--- config.mk ---
export PLATFORM = sky130hd
export DESIGN_NAME = float16_acc_flat
export DESIGN_NICKNAME = d
export VERILOG_FILES = /design/src/rtl/float16_acc_if.sv /design/src/rtl/float16_acc.sv /design/src/flat_wrapper.sv
export SDC_FILE = /design/constraint.sdc
export NUM_CORES = 1
export LEC_CHECK = 0
export CORE_ASPECT_RATIO = 0.75
export CORE_MARGIN = 2
export CORE_UTILIZATION = 60
export CTS_CLUSTER_DIAMETER = 200
export DETAILED_ROUTE_END_ITERATION = 16
export PLACE_DENSITY = 0.78
export SYNTH_ARGS = -nofsm -noshare
export SYNTH_HDL_FRONTEND = slang
export SYNTH_SLANG_ARGS = --single-unit
--- constraint.sdc ---
create_clock -name clk -period 7.2 [get_ports clk]
set_input_delay 1.44 -clock clk [delete_from_list [all_inputs] [get_ports clk]]
set_output_delay 1.44 -clock clk [all_outputs]
set_load 0.02 [all_outputs]
--- src/rtl/float16_acc_if.sv ---
// Product stream into the float16 window accumulator and the summed result out.
// The multiplier side drives master; the accumulator takes slave.
interface float16_acc_if;
   logic        de_in;
   logic [15:0] data_in;
   logic        acc_clr;
   logic        de_out;
   logic [15:0] data_out;

   modport master (output de_in, data_in, acc_clr, input de_out, data_out);
   modport slave  (input de_in, data_in, acc_clr, output de_out, data_out);
endinterface

--- src/rtl/float16_acc.sv ---
// Sums ACC_LEN float16 products exactly in a 48-bit fixed-point accumulator
// (LSB 2^-24), then normalises each window once, truncating to float16.
module float16_acc #(
   parameter int ACC_LEN = 9
) (
   input  logic          clk,
   input  logic          rst_b,
   float16_acc_if.slave  bus
);
   localparam logic [5:0] LAST = 6'(ACC_LEN - 1);

   logic                vld_p0;
   logic [15:0]         data_p0;
   logic                vld_p1;
   logic signed [47:0]  term_p1;
   logic [5:0]          cnt;
   logic signed [47:0]  acc;
   logic                vld_p2;
   logic                vld_p3;
   logic                sign_p3;
   logic [46:0]         mag_p3;
   logic                de_out_q;
   logic [15:0]         data_out_q;

   // exp==0 is zero regardless of sign/frac; no subnormals exist
   function automatic logic signed [47:0] to_term(input logic [15:0] h);
      logic [47:0] m;
      m = 48'({1'b1, h[9:0]}) << (h[14:10] - 5'd1);
      if (h[14:10] == 5'd0) m = '0;
      return h[15] ? -$signed(m) : $signed(m);
   endfunction

   // Leading-one normalise with flush-to-zero and saturation to the largest finite value
   function automatic logic [15:0] to_half(input logic s, input logic [46:0] m);
      logic [5:0]  p;
      logic [46:0] sh;
      p = '0;
      for (int i = 0; i < 47; i++) if (m[i]) p = 6'(i);
      sh = m << (6'd46 - p);
      if (p < 6'd10) return 16'h0000;
      if (p > 6'd40) return {s, 5'd31, 10'h3FF};
      return {s, 5'(p - 6'd9), sh[45:36]};
   endfunction

   always_ff @(posedge clk or negedge rst_b) begin
      if (!rst_b) begin
         vld_p0     <= 1'b0;
         vld_p1     <= 1'b0;
         vld_p2     <= 1'b0;
         vld_p3     <= 1'b0;
         cnt        <= '0;
         acc        <= '0;
         de_out_q   <= 1'b0;
         data_out_q <= '0;
      end else begin
         // stage 0: input capture
         vld_p0 <= bus.de_in & ~bus.acc_clr;
         // stage 1: term convert
         vld_p1 <= vld_p0 & ~bus.acc_clr;
         // stage 2: accumulate; an abort drops every term not yet in acc
         vld_p2 <= vld_p1 & ~bus.acc_clr & (cnt == LAST);
         if (bus.acc_clr) begin
            cnt <= '0;
         end else if (vld_p1) begin
            acc <= (cnt == 6'd0) ? term_p1 : acc + term_p1;
            cnt <= (cnt == LAST) ? 6'd0 : cnt + 6'd1;
         end
         // stage 3: sign/magnitude
         vld_p3 <= vld_p2;
         // stage 4: normalise
         de_out_q   <= vld_p3;
         data_out_q <= vld_p3 ? to_half(sign_p3, mag_p3) : 16'h0000;
      end
   end

   always_ff @(posedge clk) begin
      data_p0 <= bus.data_in;
      term_p1 <= to_term(data_p0);
      // acc still holds the finished sum while the next window's first term lands
      if (vld_p2) begin
         sign_p3 <= acc[47];
         mag_p3  <= acc[47] ? 47'(-acc) : acc[46:0];
      end
   end

   assign bus.de_out   = de_out_q;
   assign bus.data_out = data_out_q;
endmodule

--- src/flat_wrapper.sv ---
// flat-port wrapper written by rule: the top's interface ports become plain ports
module float16_acc_flat 
#(
   parameter int ACC_LEN = 9
)
  (clk, rst_b, bus_de_in, bus_data_in, bus_acc_clr, bus_de_out, bus_data_out);
  float16_acc_if bus_i ();
  input  logic clk;
  input  logic rst_b;
  input wire logic [$bits(bus_i.de_in)-1:0] bus_de_in;
  input wire logic [$bits(bus_i.data_in)-1:0] bus_data_in;
  input wire logic [$bits(bus_i.acc_clr)-1:0] bus_acc_clr;
  output wire logic [$bits(bus_i.de_out)-1:0] bus_de_out;
  output wire logic [$bits(bus_i.data_out)-1:0] bus_data_out;
  assign bus_i.de_in = bus_de_in;
  assign bus_i.data_in = bus_data_in;
  assign bus_i.acc_clr = bus_acc_clr;
  assign bus_de_out = bus_i.de_out;
  assign bus_data_out = bus_i.data_out;
  float16_acc #(.ACC_LEN(ACC_LEN)) u_core (.clk(clk), .rst_b(rst_b), .bus(bus_i));
endmodule
## Yosys cells after proc, flatten, opt, wreduce, memory -nomap -nowiden

Cells that the tools add are included.

| word-level totals | value |
|---|---|
| word-level logic and storage cells | 94 |
| register bits after elaboration | 187 |
| input bits | 20 |

| operators by class | value |
|---|---|
| add/sub/neg operators | 7 |
| bitwise logic cells | 5 |
| reductions and logical operators | 4 |
| shifts and indexed selects | 2 |
| muxes and demuxes | 61 |
| $lt $le $gt $ge | 2 |
| equality and inequality tests | 1 |

Operator list:

| cell | number |
|---|---|
| two-way mux 48 bit | 3 |
| two-way mux 6 bit | 18 |
| two-way mux 16 bit | 5 |
| two-way mux 5 bit | 16 |
| adder 48 bit | 1 |
| negator 48 bit | 1 |
| << shifter 11 x 5 -> 48 bit | 1 |
| two-way mux 47 bit | 1 |
| negator 47 bit | 1 |
| << shifter 47 x 6 -> 46 bit | 1 |
| two-way mux 4 bit | 8 |
| two-way mux 3 bit | 4 |
| adder 6 x 1 -> 6 bit, second input constant | 1 |
| equality test 6 x 4 -> 1 bit, second input constant | 1 |
| > comparator 6 bit, second input constant | 1 |
| logical NOT 6 bit | 1 |
| less-than comparator 6 x 4 -> 1 bit, second input constant | 1 |
| subtractor 6 bit, first input constant | 1 |
| logical NOT 5 bit | 1 |
| subtractor 5 x 1 -> 5 bit, second input constant | 1 |
| subtractor 5 x 4 -> 5 bit, second input constant | 1 |
| AND 1 bit | 4 |
| two-way mux 1 bit | 4 |
| two-way mux 2 bit | 2 |
| other kinds (3) | 3 |

## Longest topological paths before layout

Gate-level depths: netlist of run 1.

| logic depth | value |
|---|---|
| depth after elaboration | 52 |
| mapped depth | 21 |
| mapped depth without buffers | 15 |

## Worst setup path before layout of run 1

No wires, ideal clock.

| timing | value |
|---|---|
| path type | register to register |
| start | reg u_core.mag_p3[31] |
| end | reg u_core.data_out_q[1], in the netlist u_core.bus.data_out[1] |
| required time | 7.122 ns |
| path buffers | 6 |
| setup slack | 2.100 ns |
| arrival time | 5.021 ns |
| cell stages (with the launch flop) | 17 |
| cells stage by stage | edfxtp_1 -> or3_1 -> nor4_1 -> a211oi_1 -> o21a_1 -> buf_2 -> inv_2 -> buf_1 -> clkbuf_1 -> clkbuf_1 -> ha_1 -> inv_1 -> clkbuf_1 -> clkbuf_1 -> mux4_2 -> mux4_2 -> a21oi_1 |

| between the ends | value |
|---|---|
| longest elaborated chain between the ends | 22 |
| elaborated cells between the ends (all ways) | 27 |

Ends and longest elaborated chain:

| item | RTL line | source |
|---|---|---|
| start, declared | float16_acc.sv:21 | `logic [46:0] mag_p3;` |
| start signal, assigned | float16_acc.sv:82 | `mag_p3 <= acc[47] ? 47'(-acc) : acc[46:0];` |
| parallel branches: the longest is 20 deep, another holds two-way mux 6 bit | n/a |  |
| two-way mux 16 bit * | float16_acc.sv:41 | `if (p > 6'd40) return {s, 5'd31, 10'h3FF};` |
| two-way mux 16 bit * | float16_acc.sv:72 | `data_out_q <= vld_p3 ? to_half(sign_p3, mag_p3) : 16'h0000;` |
| end signal, assigned | float16_acc.sv:72 |  |
| end, declared | float16_acc.sv:23 | `logic [15:0] data_out_q;` |

Every way passes the cells marked *. The select of a mux whose other input is x is not followed.
A chain may end at the register's enable or synchronous reset.

## Worst setup path in the final report of run 1

| timing | value |
|---|---|
| start | reg u_core.data_p0[10] |
| end | reg u_core.term_p1[37] |

| between the ends | value |
|---|---|
| longest elaborated chain between the ends | 5 |
| elaborated cells between the ends (all ways) | 6 |

Ends and longest elaborated chain:

| item | RTL line | source |
|---|---|---|
| start, declared | float16_acc.sv:13 | `logic [15:0] data_p0;` |
| start signal, assigned | float16_acc.sv:77 | `data_p0 <= bus.data_in;` |
| subtractor 5 x 1 -> 5 bit | float16_acc.sv:28 | `m = 48'({1'b1, h[9:0]}) << (h[14:10] - 5'd1);` |
| << shifter 11 x 5 -> 48 bit | float16_acc.sv:28 |  |
| two-way mux 48 bit * | float16_acc.sv:29 | `if (h[14:10] == 5'd0) m = '0;` |
| negator 48 bit | float16_acc.sv:30 | `return h[15] ? -$signed(m) : $signed(m);` |
| two-way mux 48 bit * | float16_acc.sv:30 |  |
| end signal, assigned | float16_acc.sv:78 | `term_p1 <= to_term(data_p0);` |
| end, declared | float16_acc.sv:15 | `logic signed [47:0] term_p1;` |

Every way passes the cells marked *; elsewhere a longest branch is shown, timed or not.

==> impl_metrics.env, run 1 <==
export IMPL_synth_seq_area_share_pct=30.66
export IMPL_max_slew_worst_pin_slew_ns=1.380
export IMPL_run_status="completed"
export IMPL_cp_num_buf_inv=1
export IMPL_rows=50
export IMPL_whs_ns=0.4820
export IMPL_critPathMaxFanout=26
export IMPL_grt_pass1_vias=12710
export IMPL_ys_seq_elements=187
export IMPL_max_stage_delay_ns=0.98
export IMPL_fin_crit_sh_pct=88.39
export IMPL_postCtsResizedCells=0
export IMPL_vias=14050
export IMPL_grt_max_degree=76
export IMPL_worst_path_stages=11
export IMPL_r2r_end="u_core.term_p1[37]$_DFF_P_"
export IMPL_ioPinCount=37
export IMPL_cp_top_family="simple AND/OR/NAND/NOR gates"
export IMPL_synth_nets=1832
export IMPL_skew_ns=0.01293
export IMPL_synth_edf_count=48
export IMPL_drt_total_wl_um=44580
export IMPL_synth_area_um2=15000
export IMPL_cts_sinks=187
export IMPL_clk_pin_slew_ns=0.07
export IMPL_dr_pass1_iters=5
export IMPL_overflow=0
export IMPL_wl_per_cell_um=21.44
export IMPL_drtIter0Drc=1587
export IMPL_slowest_stage="dfxtp_1"
export IMPL_area_delta_synth_final_pct=7.664
export IMPL_p_per_area_nw_per_um2=245.6
export IMPL_post_cts_buffers=0
export IMPL_vdd_ir_drop_max_mv=0.2337
export IMPL_place_area_um2=15560
export IMPL_num_antenna_cells=0
export IMPL_cts_tree="yes"
export IMPL_finalPower_uw=3967
export IMPL_drc=0
export IMPL_grt_usage_pct=34.26
export IMPL_clk_path_buf_depth=2
export IMPL_nFillCells=2054
export IMPL_globalplace_congestion=0.9544
export IMPL_final_cells=2079
export IMPL_critPathKind="reg2reg"
export IMPL_viasPerCell=6.757
export IMPL_clock_latency_ns=0.46
export IMPL_crit_path_end_kind="flop"
export IMPL_r2r_slack_ns=0.84
export IMPL_start_kind="flop"
export IMPL_placed_cells=2047
export IMPL_nets=1806
export IMPL_drv_slew=0
export IMPL_cts_htree_levels=4
export IMPL_die_w_um=186.6
export IMPL_rsz0062_at_grt="false"
export IMPL_async_reset_ff_share_pct=40.11
export IMPL_reg2reg_depth=11
export IMPL_drv_cap=0
export IMPL_yosysWarnings=0
export IMPL_dp_hpwl_um=33180
export IMPL_drive_gt1_share_pct=7.869
export IMPL_power_leakage_uw=0.006425
export IMPL_cp_required_ns=7.52
export IMPL_relSlewSlack_pct=5.629
export IMPL_synthCells=1754
export IMPL_synthFlopType="dfrtp_1"
export IMPL_avgSynthCellArea_um2=8.554
export IMPL_hold_class="reg2reg"
export IMPL_r2r_start="u_core.data_p0[10]$_DFF_P_"
export IMPL_antenna_found_initial=0
export IMPL_die_h_um=140.9
export IMPL_floorplan_initialDensity_pct=60.56
export IMPL_holdBufCountCts=0
export IMPL_fin_tns_setup_ns=0
export IMPL_port_buffers=36
export IMPL_crit_end="u_core.term_p1[37]$_DFF_P_"
export IMPL_crit_top_cell="mux4_2"
export IMPL_grt_pass1_wl_um=71400
export IMPL_clock_fmax_ghz=0.1571
export IMPL_setup_viol=0
export IMPL_min_period_ns=6.364
export IMPL_core_area_um2=24770
export IMPL_hold_viol_final=0
export IMPL_ant_nets=0
export IMPL_synth_distinct_cells=90
export IMPL_cts_inserted_buffers=17
export IMPL_worstPathArrival_ns=6.69
export IMPL_startpoint="u_core.data_p0[10]$_DFF_P_"
export IMPL_dieArea_um2=26300
export IMPL_final_area_um2=16150
export IMPL_cts_root_buf="clkbuf_16"
export IMPL_path_cells="clkinv_1, ha_1, mux4_2, mux4_2, o41ai_2, and3b_1, or3b_1, or2_1, nor4_1, a21oi_1, xor2_1"
-- worst min path at each step --
stage | start | to | cells past startpoint
2_1_floorplan | u_core.vld_p3$_DFF_PN0_ | u_core.bus.de_out$_DFF_PN0_ | 0
3_3_place_gp | u_core.vld_p0$_DFF_PN0_ | u_core.vld_p1$_DFF_PN0_ | 1
3_5_place_dp | u_core.vld_p0$_DFF_PN0_ | u_core.vld_p1$_DFF_PN0_ | 1
4_1_cts | u_core.term_p1[34]$_DFF_P_ | u_core.acc[34]$_DFFE_PN0P_ | 2
5_1_grt | u_core.term_p1[33]$_DFF_P_ | u_core.acc[33]$_DFFE_PN0P_ | 2
6_report | u_core.term_p1[25]$_DFF_P_ | u_core.acc[25]$_DFFE_PN0P_ | 2
-- worst register-to-register path: cells and delay by family (launching register included) --
family	cells	cell delay [ns]
and+or+nand+nor	4	1.84
muxes	2	1.05
DFF	1	0.98
adders and majority gates	1	0.96
AOI/OAI and AO/OA	2	0.69
buffers and inverters	1	0.52
xor gates and xnor gates	1	0.18
-- cell usage in the layout (no fill, tap or decap), drive strengths merged, types with 11 or more instances in the layout --
master,netlist,layout
xor2,22,22
o22ai,13,13
nand3,47,47
clkbuf,87,18
nand2b,16,16
nor2,150,150
mux2,13,13
dfxtp,64,64
a211oi,25,25
nand4,15,15
o211ai,21,21
mux2i,71,71
ha,57,57
a32oi,11,11
edfxtp,48,48
o41ai,11,11
a21o,29,29
nand2,178,178
nor4,18,18
nor3,42,42
or3,15,15
o21ai,120,120
or4,15,15
inv,45,51
mux4,37,37
and3,24,24
nor2b,18,18
and2,16,16
xnor2,88,88
a31oi,27,27
a21oi,134,134
buf,20,27
dfrtp,75,75
o31ai,26,26
clkdlybuf4s50,0,35
o21a,18,18
-- synth_stat cells, types with 47 or more instances --
library cell / count / area share [%]
nand3_1: 47 / 1.6
ha_1: 57 / 4.8
o21ai_0: 119 / 4.0
edfxtp_1: 48 / 9.6
nor2_1: 150 / 3.8
a21oi_1: 134 / 4.5
dfrtp_1: 75 / 13
dfxtp_1: 64 / 8.5
mux2i_1: 71 / 4.7
clkbuf_1: 87 / 2.2
xnor2_1: 88 / 5.1
nand2_1: 178 / 4.5
-- cell families (layout without fill, tap and decap cells) --
group,Yosys count,in the layout,synth area share [%]
AOI/OAI and AO/OA,540,540,23.92
xor gates and xnor gates,110,110,6.421
adders and majority gates,58,58,4.887
buffers and inverters,155,142,4.128
DFF,187,187,30.66
muxes,121,121,11.34
and+or+nand+nor,583,583,18.65
-- per-layer routing --
| layer | GRT usage, % | vias to the layer above | share of wire [%] |
|---|---|---|---|
| li1 | - | 6535 | - |
| met1 | 52.77 | 6781 | 47 |
| met2 | 46.88 | 681 | 40 |
| met3 | 10.65 | 50 | 12 |
| met4 | 6.475 | 0 | 1.1 |
| met5 | 0 | - | 0 |
-- metrics by stage --
| stage | util, % | setup slack [ns] |
|---|---|---|
| after detailed placement | 62.81 | 0.9071 |
| after global placement | 62.81 | 1.062 |
| after CTS | 65.20 | 0.8550 |
| final | 65.20 | 0.8357 |
| after floorplan | - | 2.100 |
| after global routing | 65.20 | 0.3889 |
-- registers in the layout, indices dropped and copies added (netlist names) --
name                 flops
u_core.sign_p3           1
u_core.vld_p2            1
u_core.vld_p3            1
u_core.term_p1          48
u_core.bus.de_out        1
u_core.vld_p0            1
u_core.cnt               6
u_core.vld_p1            1
u_core.data_p0          16
u_core.bus.data_out     16
u_core.acc              48
u_core.mag_p3           47
-- final cells by class --
class / instances / area, um^2 / share of cell area, %
multi-input cells: 1412 / 9804 / 60.70
flip-flops and latches: 187 / 4601 / 28.48
repair buffers: 62 / 553.0 / 3.424
clock buffers: 18 / 429.2 / 2.657
well taps: 338 / 422.9 / 2.618
inverters: 48 / 180.2 / 1.115
clock inverters: 14 / 162.7 / 1.007
-- power breakdown --
part | switching (uW) | total (uW) | internal [uW]
Combinational | 882 | 1560 | 678
Clock | 458 | 980 | 522
Sequential | 173 | 1430 | 1250
Power figures use the tool's default switching activity.
==> inputs of run 2 (changes only) <==
--- a/config.mk
+++ b/config.mk
@@ -5,10 +5,11 @@
 export SDC_FILE = /design/constraint.sdc
 export NUM_CORES = 1
 export LEC_CHECK = 0
+export ABC_AREA = 1
 export CORE_ASPECT_RATIO = 0.75
 export CORE_MARGIN = 2
 export CORE_UTILIZATION = 60
-export CTS_CLUSTER_DIAMETER = 200
+export CTS_CLUSTER_DIAMETER = 60
 export DETAILED_ROUTE_END_ITERATION = 16
 export PLACE_DENSITY = 0.78
 export SYNTH_ARGS = -nofsm -noshare
==> run 2 against run 1 <==
Design area down 8.4%. Final cell count increased by 8.5%. Wire length fell by 19%. Area after synthesis shrank 8.6%. Total power down 7.1%. Register-to-register slack better by 0.96 ns. Synthesized cell count is 12% higher. Critical path depth increased by 47. Setup slack better by 0.96 ns. Flip-flop and latch count did not move.
==> impl_metrics.env, run 2 <==
export IMPL_power_leakage_uw=0.006813
export IMPL_reg2reg_depth=58
export IMPL_final_cells=2255
export IMPL_r2r_start="u_core.mag_p3[2]$_DFFE_PP_"
export IMPL_holdBufCountCts=0
export IMPL_placed_cells=2223
export IMPL_drv_slew=0
export IMPL_grt_pass1_wl_um=58980
export IMPL_cts_root_buf="clkbuf_16"
export IMPL_cp_required_ns=7.60
export IMPL_p_per_area_nw_per_um2=249.1
export IMPL_worstPathArrival_ns=5.80
export IMPL_overflow=0
export IMPL_dr_pass1_iters=6
export IMPL_hold_start="u_core.vld_p3$_DFF_PN0_"
export IMPL_die_h_um=134.9
export IMPL_cp_top_family="simple AND/OR/NAND/NOR gates"
export IMPL_viasPerCell=5.777
export IMPL_utilization_pct=66.55
export IMPL_cts_tree="yes"
export IMPL_antenna_found_initial=0
export IMPL_grt_usage_pct=30.66
export IMPL_drc=0
export IMPL_synthFlopType="dfrtp_1"
export IMPL_drt_total_wl_um=36100
export IMPL_ant_nets=0
export IMPL_globalplace_congestion=0.9177
export IMPL_cts_inserted_buffers=17
export IMPL_cts_sinks=187
export IMPL_synth_seq_area_share_pct=33.54
export IMPL_vias=13030
export IMPL_ioPinCount=37
export IMPL_port_buffers=36
export IMPL_relSlewSlack_pct=30.47
export IMPL_post_cts_buffers=0
export IMPL_slowest_stage="nand2_4"
export IMPL_drive_gt1_share_pct=5.813
export IMPL_hold_class="reg2reg"
export IMPL_skew_ns=0.01240
export IMPL_synth_distinct_cells=54
export IMPL_final_area_um2=14790
export IMPL_cts_htree_levels=4
export IMPL_postCtsResizedCells=0
export IMPL_synthCells=1957
export IMPL_setup_viol=0
export IMPL_critPathKind="reg2reg"
export IMPL_hold_viol_final=0
export IMPL_synthTopCellsByArea="nand2_1 (14%), dfrtp_1 (14%), edfxtp_1 (11%)"
export IMPL_rows=47
export IMPL_clk_pin_slew_ns=0.07
export IMPL_clk_path_buf_depth=2
export IMPL_grt_pass1_vias=11800
export IMPL_worst_hold_path_num_cells=0
export IMPL_core_area_um2=22230
export IMPL_die_w_um=178.6
export IMPL_min_period_ns=5.405
export IMPL_vdd_ir_drop_max_mv=0.2013
export IMPL_async_reset_ff_share_pct=40.11
export IMPL_worst_path_stages=58
export IMPL_crit_path_end_kind="flop"
export IMPL_critPathMaxFanout=63
export IMPL_yosysWarnings=0
export IMPL_ys_seq_elements=187
export IMPL_synth_nets=2035
export IMPL_rsz0062_at_grt="false"
export IMPL_num_antenna_cells=0
export IMPL_synth_edf_count=48
export IMPL_synth_area_um2=13710
export IMPL_final_common_cell="nand2_1"
export IMPL_grt_max_degree=88
export IMPL_synth_top_cell_by_area="nand2_1"
export IMPL_clock_fmax_ghz=0.1850
export IMPL_area_delta_synth_final_pct=7.873
export IMPL_cp_num_buf_inv=5
export IMPL_avgSynthCellArea_um2=7.008
export IMPL_max_slew_worst_pin_slew_ns=1.043
export IMPL_fin_crit_sh_pct=75.07
export IMPL_final_cell_mix="nand2_1 (501), nand3_1 (249), inv_1 (199)"
export IMPL_drtIter0Drc=1299
export IMPL_nets=2026
export IMPL_dp_hpwl_um=27090
export IMPL_nFillCells=1937
export IMPL_post_place_ws_ns=1.941
export IMPL_run_status="completed"
export IMPL_setup_slack_ns=1.795
export IMPL_start_kind="flop"
export IMPL_synth_commonest_cells="nand2_1 (501), nand3_1 (249), inv_1 (199)"
export IMPL_yosysMostFrequentCell="nand2_1"
export IMPL_dieArea_um2=24100
export IMPL_drv_cap=0
export IMPL_floorplan_initialDensity_pct=61.70
export IMPL_crit_top_cell="nand2_1"
export IMPL_startpoint="u_core.mag_p3[2]$_DFFE_PP_"
export IMPL_reg_largest_list="u_core.acc: 48 flops, u_core.term_p1: 48 flops, u_core.mag_p3: 47 flops"
export IMPL_place_area_um2=14230
export IMPL_clock_latency_ns=0.45
export IMPL_fin_tns_setup_ns=0
export IMPL_max_stage_delay_ns=0.58
export IMPL_wl_per_cell_um=16.01
export IMPL_synth_top_area_share_pct=13.71
[run 2: where the power goes]
part	switching, uW	total (uW)	internal, uW
logic	846	1360	518
registers	144	1390	1250
clock network	421	929	508
total	1410	3690	2270
[run 2: path summary, 6_finish.rpt]
| kind | endpoint | slack (ns) |
|---|---|---|
| worst max register to register | u_core.bus.data_out[2]$_DFF_PN0_ | 1.80 |
| worst max-delay path | u_core.bus.data_out[2]$_DFF_PN0_ | 1.80 |
| min in group asynchronous | u_core.cnt[2]$_DFFE_PN0P_ | 1.15 |
| worst min register to register | u_core.bus.de_out$_DFF_PN0_ | 0.43 |
| max in group asynchronous | u_core.bus.data_out[14]$_DFF_PN0_ | 5.34 |
| worst min-delay path | u_core.bus.de_out$_DFF_PN0_ | 0.43 |
[run 2: cells by family after synthesis]
logic type               Yosys count  synth area share (%)
AND/OR/NAND/NOR                  984                 30.90
AO/OA/AOI/OAI                    314                 13.88
buffers and inverters            284                 7.983
flip-flops                       187                 33.54
XOR/XNOR                         130                 8.357
adder cells (fa/ha/maj)           58                 5.346
[run 2: metal layers]
layer / wire, um / GRT usage, % / vias to the layer above
met4: 519 / 8.175 / 0
met1: 17470 / 44.97 / 6044
met3: 2212 / 3.547 / 44
li1: - / - / 6477
met2: 15900 / 48.11 / 462
met5: 0 / 0 / -
[run 2: through the flow]
stage / total power, uW / hold WS [ns]
global placement: 2689 / 0.4125
floorplan: 2437 / 0.3540
CTS: 3677 / 0.4190
detailed placement: 2735 / 0.4103
finish: 3686 / 0.4313
global route: 3906 / 0.4299
[run 2: layout make-up]
class                           instances  area, um^2  area share (%)
Inverter                              209       784.5           5.303
Timing Repair Buffer                   47       440.4           2.977
Clock buffer                           22       478.0           3.231
Sequential cell                       187        4601           31.10
Multi-Input combinational cell       1486        8035           54.31
Clock inverter                         10       87.58          0.5920
Tap cell                              294       367.9           2.486
==> RTL edit (settings of run 1) <==
Take the reset off `data_out_q` and load it in a clocked block of its own.
--- a/src/rtl/float16_acc.sv
+++ b/src/rtl/float16_acc.sv
@@ -52,5 +52,4 @@
          acc        <= '0;
          de_out_q   <= 1'b0;
-         data_out_q <= '0;
       end else begin
          // stage 0: input capture
@@ -70,6 +69,9 @@
          // stage 4: normalise
          de_out_q   <= vld_p3;
-         data_out_q <= vld_p3 ? to_half(sign_p3, mag_p3) : 16'h0000;
       end
+   end
+
+   always_ff @(posedge clk) begin
+      data_out_q <= vld_p3 ? to_half(sign_p3, mag_p3) : 16'h0000;
    end
 
Check against the original RTL: same outputs for any inputs over 10 cycles, from zero or initial values and one cycle with rst_b low; that may be too few to reach the edited logic, so the function may still have changed.
==> RTL edit against run 1 <==
Sequential cell count is the same; power decreased by 0.29%; combinational power fell by 4%; non-clock buffer count fell by 14; final area shrank 6.0%; area after synthesis fell by 6.4%; wire length is 16% lower; worst setup slack improved by 700 ps; largest cell class unchanged; highest routed layer unchanged.
==> RTL edit: results <==
[run_status]
outcome = finished clean

[logic_synthesis]
synth_common_cells = nand2_1, a21oi_1, nor2_1
synth_nets = 1677
synthTopCellsByArea = dfxtp_1, dfrtp_1, edfxtp_1, mux4_2, xnor2_1
postSynthCellCount = 1601
synth_edf_count = 48
synthDistinctLibCells = 99
async_reset_ff_frac = 0.316
synthFlopType = dfxtp_1
ys_seq_area_frac = 0.322

[detailed_routing]
wl_per_cell_um = 19.6
drt_iter0_markers = 1570
vias_per_cell = 6.63

[setup_path]
cp_max_fo = 28
arrival_ps = 6040
r2r_cells = 14
r2r-end = u_core.term_p1[40]$_DFF_P_
startpoint = u_core.data_p0[10]$_DFF_P_

[grt]
grt_pass1_wl_um = 60700
grt_max_degree = 70
groute.usage.overall = 0.308
grt_pass1_vias = 11200

[finish]
drive_gt1_frac = 0.0906
largestRegisters = u_core.acc: 48 flops, u_core.term_p1: 48 flops, u_core.mag_p3: 47 flops
nFillCells = 1904

[placement]
dp_cells = 1869
routabilityCongestion = 0.933
hpwl_um = 27800

[sta]
holdWs_ps = 405
slew_headroom = 0.223
clock_skew_ps = 13.8

[pwr]
vdd.ir_drop.worst_uv = 218
leakage_nw = 5.86

[min_path]
holdPathStages = 0
hold_path_end = u_core.bus.de_out$_DFF_PN0_
holdCritStartpoint = u_core.vld_p3$_DFF_PN0_
RTL edit: cell count changes in the layout (fill, tap and decap cells not counted), sizes merged, moves of 9 or more:
cell / delta
dfrtp: -16
buf: -14
mux2i: -44
a211oi: -9
mux4: +12
nand2: +11
a32oi: -10
inv: -11
nand3: -10
o211ai: -10
dfxtp: +16
nor2: -15
RTL edit: logic make-up (layout without fill, tap and decap cells):
kind of cell,count (synthesis),in the layout,synth area share
mux,84,84,0.106
buf+inv,117,117,0.0345
simple gates,544,544,0.185
compound gates,492,492,0.225
flops,187,187,0.322
fa+ha+maj,56,56,0.0504
xor+xnor,121,121,0.0773
RTL edit: per-stage QoR:
step,setup slack [ps],cell area (um^2),util
floorplan,2740,14000,-
CTS,1630,15200,0.660
finish,1540,15200,0.660
detailed placement,1660,14500,0.632
global placement,1800,14500,0.632
global route,873,15200,0.660
RTL edit: worst max path at each step:
stage	slack, ps	cells past startpoint	end
final	1540	14	u_core.term_p1[40]$_DFF_P_
after floorplan	2740	16	u_core.bus.data_out[5]$_SDFF_PN0_
after CTS	1630	14	u_core.term_p1[40]$_DFF_P_
after global placement	1800	13	u_core.term_p1[37]$_DFF_P_
after detailed placement	1660	14	u_core.term_p1[40]$_DFF_P_
after global routing	870	14	u_core.term_p1[40]$_DFF_P_
RTL edit: layout make-up:
class | instances | area (um^2) | area share
clock buffer | 18 | 429 | 0.0283
clock inverter | 14 | 201 | 0.0133
inverter | 37 | 139 | 0.00915
multi-input combinational | 1297 | 9060 | 0.597
sequential | 187 | 4520 | 0.298
tap | 300 | 375 | 0.0247
timing repair buffer | 48 | 445 | 0.0294
RTL edit: where the power goes:
group	total, W	switching (W)	internal (W)
logic	0.00150	0.000839	0.000660
registers	0.00145	0.000187	0.00126
clock network	0.00101	0.000450	0.000562
total	0.00396	0.00148	0.00248
RTL edit: per-layer routing:
metal / track usage / vias to the layer above / share of wire / wire, um
li1: - / 5927 / - / -
met1: 0.468 / 6065 / 0.47 / 17400
met2: 0.444 / 560 / 0.43 / 15900
met3: 0.0671 / 47 / 0.091 / 3380
met4: 0.0780 / 0 / 0.017 / 639
met5: 0 / - / 0 / 0
RTL edit: worst reg2reg max path, stage by stage, from the launching register on:
cell      delay, ps
dfxtp_1         990
clkinv_1        500
ha_1            410
ha_1            860
inv_2           390
nor3_1          320
o21ai_0         160
a22oi_1         240
o211ai_1        170
nor3b_1         490
nand3_1         230
nor2_2          330
nand2_1         150
o21a_1          200
a31oi_1         160
